### config.mk
export PLATFORM = sky130hd
export DESIGN_NAME = seven_seg_scan_driver
export DESIGN_NICKNAME = d
export VERILOG_FILES = /design/src/rtl/seven_seg_scan_driver.sv
export SDC_FILE = /design/constraint.sdc
export NUM_CORES = 1
export LEC_CHECK = 0
export BUFFER_PORTS_ARGS = -buffer_cell sky130_fd_sc_hd__buf_2
export CORE_AREA = 2 2 128 130
export DETAILED_ROUTE_END_ITERATION = 10
export DIE_AREA = 0 0 130 132
export HOLD_SLACK_MARGIN = 0.1
export PLACE_DENSITY = 0.52
export SLEW_MARGIN = 0
export SYNTH_ARGS = -nofsm -noshare
export SYNTH_HDL_FRONTEND = slang
export SYNTH_SLANG_ARGS = --single-unit
export TNS_END_PERCENT = 30
### constraint.sdc
create_clock -name clk -period 2.64 [get_ports clk]
set_clock_uncertainty 0.1 [all_clocks]
set_input_delay 0.264 -clock clk [delete_from_list [all_inputs] [get_ports clk]]
set_output_delay 0.264 -clock clk [all_outputs]
set_load 0.02 [all_outputs]
### src/rtl/seven_seg_scan_driver.sv
// rtl/seven_seg_scan_driver.sv - time-multiplexed N-digit common-anode seven-segment scan driver
// Double-buffered hex frame, per-digit dp/blank, ghost-suppression gap, optional leading-zero blanking.
module seven_seg_scan_driver #(
   parameter int NUM_DIGITS   = 8,
   parameter int TICK_DIV     = 100000,
   parameter int BLANK_CYCLES = 1000
) (
   input  logic                      clk,
   input  logic                      rst,
   input  logic                      enable,
   input  logic                      load,
   input  logic [4*NUM_DIGITS-1:0]   digits,
   input  logic [NUM_DIGITS-1:0]     dp_in,
   input  logic [NUM_DIGITS-1:0]     blank,
   input  logic                      lz_suppress,
   output logic [6:0]                segments,
   output logic                      dp,
   output logic [NUM_DIGITS-1:0]     anode,
   output logic                      frame_done
);

   localparam int PW = $clog2(TICK_DIV);
   localparam int SW = $clog2(NUM_DIGITS);
   localparam logic [PW-1:0] P_LAST  = PW'(TICK_DIV - 1);
   localparam logic [PW-1:0] P_BLANK = PW'(BLANK_CYCLES);
   localparam logic [SW-1:0] S_LAST  = SW'(NUM_DIGITS - 1);
   localparam logic [NUM_DIGITS-1:0] ONE_HOT0 = {{(NUM_DIGITS-1){1'b0}}, 1'b1};

   logic [PW-1:0]             p;
   logic [SW-1:0]             s;
   logic [4*NUM_DIGITS-1:0]   pend_dig;
   logic [NUM_DIGITS-1:0]     pend_dp;
   logic [NUM_DIGITS-1:0]     pend_blank;
   logic [4*NUM_DIGITS-1:0]   act_dig;
   logic [NUM_DIGITS-1:0]     act_dp;
   logic [NUM_DIGITS-1:0]     act_blank;

   logic                      tick;
   logic                      boundary;
   logic [NUM_DIGITS-1:0]     lead_zero;
   logic [NUM_DIGITS-1:0]     dark;
   logic [3:0]                cur_nib;
   logic                      lit;

   function automatic logic [6:0] hex_to_seg(input logic [3:0] h);
      logic [6:0] r;
      case (h)
         4'h0: r = 7'b0000001;
         4'h1: r = 7'b1001111;
         4'h2: r = 7'b0010010;
         4'h3: r = 7'b0000110;
         4'h4: r = 7'b1001100;
         4'h5: r = 7'b0100100;
         4'h6: r = 7'b0100000;
         4'h7: r = 7'b0001111;
         4'h8: r = 7'b0000000;
         4'h9: r = 7'b0000100;
         4'hA: r = 7'b0001000;
         4'hB: r = 7'b1100000;
         4'hC: r = 7'b0110001;
         4'hD: r = 7'b1000010;
         4'hE: r = 7'b0110000;
         default: r = 7'b0111000;
      endcase
      return r;
   endfunction

   assign tick     = enable && (p == P_LAST);
   assign boundary = tick && (s == S_LAST);

   // A digit is a leading zero when it and every more-significant digit are zero; digit 0 always shows.
   always_comb begin
      logic zero_run;
      lead_zero = '0;
      zero_run  = 1'b1;
      for (int i = NUM_DIGITS - 1; i >= 1; i--) begin
         zero_run     = zero_run && (act_dig[4*i +: 4] == 4'h0);
         lead_zero[i] = zero_run;
      end
   end

   assign dark    = act_blank | (lz_suppress ? lead_zero : '0);
   assign cur_nib = act_dig[{s, 2'b00} +: 4];
   assign lit     = enable && (p >= P_BLANK) && !dark[s];

   always_ff @(posedge clk) begin
      if (rst) begin
         p          <= '0;
         s          <= '0;
         pend_dig   <= '0;
         pend_dp    <= '0;
         pend_blank <= '0;
         act_dig    <= '0;
         act_dp     <= '0;
         act_blank  <= '0;
         anode      <= '1;
         segments   <= 7'b1111111;
         dp         <= 1'b1;
         frame_done <= 1'b0;
      end else begin
         frame_done <= boundary;

         if (enable) begin
            p <= (p == P_LAST) ? '0 : p + PW'(1);
         end
         if (tick) begin
            s <= (s == S_LAST) ? '0 : s + SW'(1);
         end

         if (load) begin
            pend_dig   <= digits;
            pend_dp    <= dp_in;
            pend_blank <= blank;
         end

         // A load landing on the boundary bypasses pending so it is not held back a whole frame.
         if (boundary) begin
            act_dig   <= load ? digits : pend_dig;
            act_dp    <= load ? dp_in  : pend_dp;
            act_blank <= load ? blank  : pend_blank;
         end

         anode    <= lit ? ~(ONE_HOT0 << s) : '1;
         segments <= lit ? hex_to_seg(cur_nib) : 7'b1111111;
         dp       <= lit ? ~act_dp[s] : 1'b1;
      end
   end

endmodule

==> results.cfg, run 1 <==
[run_status]
status = finished clean

[placement]
placed_area_mm2 = 0.00603
dp_hpwl_mm = 8.60
io_buffers = 69
routabilityCongestion = 0.820

[yosys]
syn_area_per_cell_um2 = 10.5
synth_top_family_by_area = multiplexers
synth_xor_xnor_area_share_pct = 2.58
async_flop_share_pct = 0
synth_cell_types = 55
synth_fp_nets = 583
synth_ff_type = dfxtp_1
synthMuxAreaShare_pct = 15.6
synth_area_leaders = dfxtp_1, mux2i_1, nor2_1, o22a_1, mux4_2
ys_ff_latch = 133
synthAdderAreaFrac_pct = 3.22
synth-seq-area-share_pct = 49.0
syn_area_mm2 = 0.00543
synth_edf_count = 0
syn-instance-count = 516
synth_simple_gate_area_share_pct = 14.9
synth_compound_area_share_pct = 11.0
yosysWarningCount = 0
synth_top_area_share_pct = 49.0
synth_largest_area_cell = dfxtp_1

[cts]
cts_tree = done
insertion_delay_ps = 420
numCtsBuffers = 17
cts_max_path_buffers = 2
clk_pin_slew_worst_paths_ps = 60
root_buffer = clkbuf_16
h-tree-depth = 4
clkSinkCount = 133
cts_setup_buffers = 0

[floorplanning]
rows = 46
initial_core_util_pct = 34.6
fp.dieH_um = 132
core_mm2 = 0.0157
dieArea_mm2 = 0.0172
die_w_um = 130
num_io_pins = 70

[grt]
grt_pass1_wl_mm = 20.8
grt_max_degree = 76
overflow = 0
antenna_found_initial = 0
grt_usage_pct = 15.4
grt_pass1_vias = 4157

[cells_and_area]
final_area_mm2 = 0.00714
layout_common_cells = dfxtp_1, nor2_1, buf_2
syn_to_final_growth_pct = 31.5
diodes = 0
final_common_cell = dfxtp_1
drive_above_1_share_pct = 21.6
nets = 701

[critical_path]
rr_startpoint = s[0]$_SDFFE_PP0P_
rr_endpoint = segments[3]$_SDFF_PP1_
crit_arrival_ps = 2560
worst_setup_path_start_kind = register
cp-end-kind = register
r2r_slack_ps = 260
critical_path.max_fanout = 8
cpPeakStageDelay_ps = 610
path_cells = mux4_1, mux2i_2, inv_1, ha_1, mux2_1, mux2i_1, nand3_1
cp_top_family = multiplexers
cp.required_ps = 2820
crit_path_top_delay_cell = mux4_1
critical_path_buf_inv_count = 1
critPathKind = register to register
crit_path_start = s[0]$_SDFFE_PP0P_
path_depth = 7
critPathCapture = segments[3]$_SDFF_PP1_
r2r_cells = 7

[timing]
fin_crit_ps = 2380
clock.fmax_mhz = 421
slew_viol_final = 0
finalHoldViolCount = 0
rsz0062_at_grt = no
period_share_pct = 90.1
tightestPinTransition_ps = 763
relSlewSlack_pct = 49.1
finalSetupTns_ps = 0
finalSetupViolCount = 0

[drt]
post_drt_wl_per_cell_um = 14.0
drt_iter0_markers = 174
ant_nets = 0
vias = 4151
finalWirelength_mm = 12.1
drc = 0
dr.pass1.iters = 4
viasPerCell = 4.81

[power_and_ir_drop]
peakVddDrop_mv = 0.452
power_density_mw_per_mm2 = 664
p_leak_nw = 3.05

[flow_run]
maxCapViolCount = 0

[worst_hold_path]
hp-class = primary input to register
[area by class of cell]
| class | instances | area (um2) |
|---|---|---|
| Timing Repair Buffer | 132 | 966 |
| Tap cell | 216 | 270 |
| Clock inverter | 14 | 178 |
| Fill cell | 1488 | 8570 |
| Sequential cell | 133 | 2660 |
| Inverter | 13 | 48.8 |
| Clock buffer | 18 | 439 |
| Multi-Input combinational cell | 337 | 2580 |
[what timing repair did]
item | 4_1_cts | 5_1_grt
endpoints found under the setup margin | 0 | 30
hold buffers | 49 | 0
endpoints found under the hold margin | 49 | 0
gates resized for setup | 0 | 1
[routing by layer]
| metal | part of all wire, % | track usage [%] |
|---|---|---|
| met5 | 0 | 0 |
| met4 | 1.3 | 5.20 |
| met3 | 3.4 | 4.59 |
| met2 | 47 | 23.9 |
| met1 | 48 | 20.5 |
[Yosys cell counts (all sizes together) (10+ instances only)]
cell type	count
dfxtp	133
nor2	95
mux2i	56
o22a	27
a211oi	25
buf	19
nand3	18
clkbuf	14
ha	14
inv	13
mux4	10
xor2	10
[report_power, final]
group | leakage [nW] | internal (W) | switching (W)
clock | 0.289 | 0.00152 | 0.000904
combinational | 1.68 | 0.000136 | 0.000118
sequential | 1.08 | 0.00205 | 0.0000143
[tightest hold or removal path: stages]
cell	delay, ps
buf_2	90
and3b_1	240
nand3_1	100
[cell families (layout without fill, tap and decap cells)]
| logic type | Yosys count | in the layout |
|---|---|---|
| fa+ha+maj | 14 | 14 |
| compound gates | 75 | 75 |
| mux | 69 | 69 |
| buf+inv | 46 | 177 |
| xor+xnor | 16 | 16 |
| simple gates | 163 | 163 |
| flops | 133 | 133 |
[registers in the layout (all words and copies together), names as in the netlist]
register	count
act_dp	8
frame_done	1
pend_dig	32
act_dig	32
dp	1
p	17
act_blank	8
segments	7
pend_dp	8
anode	8
s	3
pend_blank	8
[worst min path at each step]
stage / end / slack [ps] / startpoint / cells after the start
2_1_floorplan: pend_blank[7]$_SDFF_PP0_ / 330 / blank[7] / 2
3_3_place_gp: act_dig[2]$_SDFFE_PP0P_ / 370 / act_dig[2]$_SDFFE_PP0P_ / 1
3_5_place_dp: act_blank[1]$_SDFFE_PP0P_ / 370 / act_blank[1]$_SDFFE_PP0P_ / 1
4_1_cts: anode[2]$_SDFF_PP1_ / 210 / rst / 3
5_1_grt: anode[2]$_SDFF_PP1_ / 210 / rst / 3
6_report: anode[2]$_SDFF_PP1_ / 220 / rst / 3
[stage by stage]
step	utilization, %	worst slack (ps)	hold WS [ps]	total power (W)	std cells
2_1_floorplan	-	18.2	331	0.00224	516
3_3_place_gp	38.4	190	369	0.00231	782
3_5_place_dp	38.4	113	374	0.00231	782
4_1_cts	45.5	90.0	210	0.00481	863
5_1_grt	45.5	59.2	210	0.00494	863
6_report	45.5	263	218	0.00475	863
Note: power is estimated with default switching activity, not from simulation.
==> inputs of run 2 (changes only) <==
Settings changed: MAX_ROUTING_LAYER from default to met4.
==> run 2 against run 1 <==
Net effect:
- core utilization is the same
- combinational power is essentially flat
- final cell count is the same
- sequential power is essentially flat
- clock power is essentially flat
- worst setup slack gained 1.7 ps
- flip-flop and latch count is the same
- register-to-register slack is essentially flat
==> results.cfg, run 2 (synthesis gave the netlist of run 1 again) <==
[worst_hold_path]
hp-class = primary input to register

[floorplanning]
num_io_pins = 70
rows = 46
dieArea_mm2 = 0.0172
initial_core_util_pct = 34.6
die_w_um = 130
core_mm2 = 0.0157
fp.dieH_um = 132

[timing]
finalHoldViolCount = 0
setup_ws_ps = 264
relSlewSlack_pct = 48.4
rsz0062_at_grt = no
slew_viol_final = 0
period_share_pct = 90.0
fin_crit_ps = 2380
clock.fmax_mhz = 421
tightestPinTransition_ps = 774
finalSetupViolCount = 0
finalSetupTns_ps = 0

[placement]
dp_hpwl_mm = 8.60
routabilityCongestion = 0.832
pre_cts_ws_ps = 113
io_buffers = 69

[grt]
grt_pass1_vias = 4148
antenna_found_initial = 0
grt_pass1_wl_mm = 20.7
grt_usage_pct = 15.8
grt_max_degree = 76
overflow = 0

[run_status]
status = finished clean

[critical_path]
crit_path_top_delay_cell = mux4_1
cp-end-kind = register
critical_path.max_fanout = 8
critPathKind = register to register
worst_setup_path_start_kind = register
path_cells = mux4_1, mux2i_2, inv_1, ha_1, mux2_1, mux2i_1, nand3_1
cp.required_ps = 2820
crit_arrival_ps = 2560
cpPeakStageDelay_ps = 610

[cells_and_area]
nets = 701
fin_util_pct = 45.5
syn_to_final_growth_pct = 31.5
reg.largest.list = act_dig (32), pend_dig (32), p (17)
diodes = 0
final_common_cell = dfxtp_1
layout_common_cells = dfxtp_1, nor2_1, buf_2
drive_above_1_share_pct = 21.6

[drt]
vias = 4125
dr.pass1.iters = 4
ant_nets = 0
viasPerCell = 4.78
finalWirelength_mm = 12.1
post_drt_wl_per_cell_um = 14.0
drc = 0
drt_iter0_markers = 208

[cts]
cts_setup_buffers = 0
insertion_delay_ps = 420
h-tree-depth = 4
numCtsBuffers = 17
cts_max_path_buffers = 2
clk_pin_slew_worst_paths_ps = 60
clkSinkCount = 133
root_buffer = clkbuf_16
cts_tree = done

[power_and_ir_drop]
p_leak_nw = 3.05
p_clk_share_pct = 51.0
swShare_pct = 21.8
p_int_w = 0.00371
power_density_mw_per_mm2 = 664
peakVddDrop_mv = 0.449
fin_total_pwr_w = 0.00474
combPwrFrac_pct = 5.4
switchingPower_w = 0.00103
power_frac_seq_pct = 43.6

[flow_run]
maxCapViolCount = 0
[run 2: path summary, 6_finish.rpt]
| kind | startpoint | slack [ps] | to | cells after the start |
|---|---|---|---|---|
| setup / recovery | s[0]$_SDFFE_PP0P_ | 260 | segments[3]$_SDFF_PP1_ | 7 |
| hold / removal | rst | 220 | anode[2]$_SDFF_PP1_ | 3 |
| setup reg to reg | s[0]$_SDFFE_PP0P_ | 260 | segments[3]$_SDFF_PP1_ | 7 |
| hold reg to reg | act_blank[1]$_SDFFE_PP0P_ | 380 | act_blank[1]$_SDFFE_PP0P_ | 1 |
[run 2: layout make-up]
type	count	area, um2
clock inverters	14	178
inverters	13	48.8
repair buffers	132	966
flip-flops and latches	133	2660
multi-input cells	337	2580
well taps	216	270
fillers	1488	8570
clock buffers	18	439
[run 2: power groups by stage]
stage	combinational [W]	clock, W	sequential [W]
2_1_floorplan	0.000131	0	0.00211
3_3_place_gp	0.000200	0	0.00211
3_5_place_dp	0.000203	0	0.00211
4_1_cts	0.000259	0.00248	0.00207
5_1_grt	0.000285	0.00258	0.00207
6_report	0.000255	0.00242	0.00207
[run 2: metal layers]
metal  GRT usage [%]  routed length [um]  vias up
li1                -                   -     2100
met1            20.5                5890     1952
met2            23.9                5650       63
met3            4.34                 425       10
met4            5.38                 146        0
met5               -                   0        -
[run 2: what timing repair did]
action / CTS / global route
setup endpoints to repair: 0 / 29
hold buffers: 49 / 0
hold endpoints to repair: 49 / 0
resized for setup: 0 / 1
[run 2: worst max-delay path, delay by kind of cell (launching register included)]
kind,cells,cell delay [ps]
buf+inv,1,90
mux,4,1250
simple gates,1,90
fa+ha+maj,1,240
flops,1,460
[run 2: per-stage QoR]
stage | instance area (um2) | hold slack, ps | instances
final | 7140 | 216 | 863
after global routing | 7140 | 212 | 863
after CTS | 7140 | 210 | 863
after detailed placement | 6030 | 374 | 782
after global placement | 6030 | 369 | 782
after floorplan | 5440 | 331 | 516
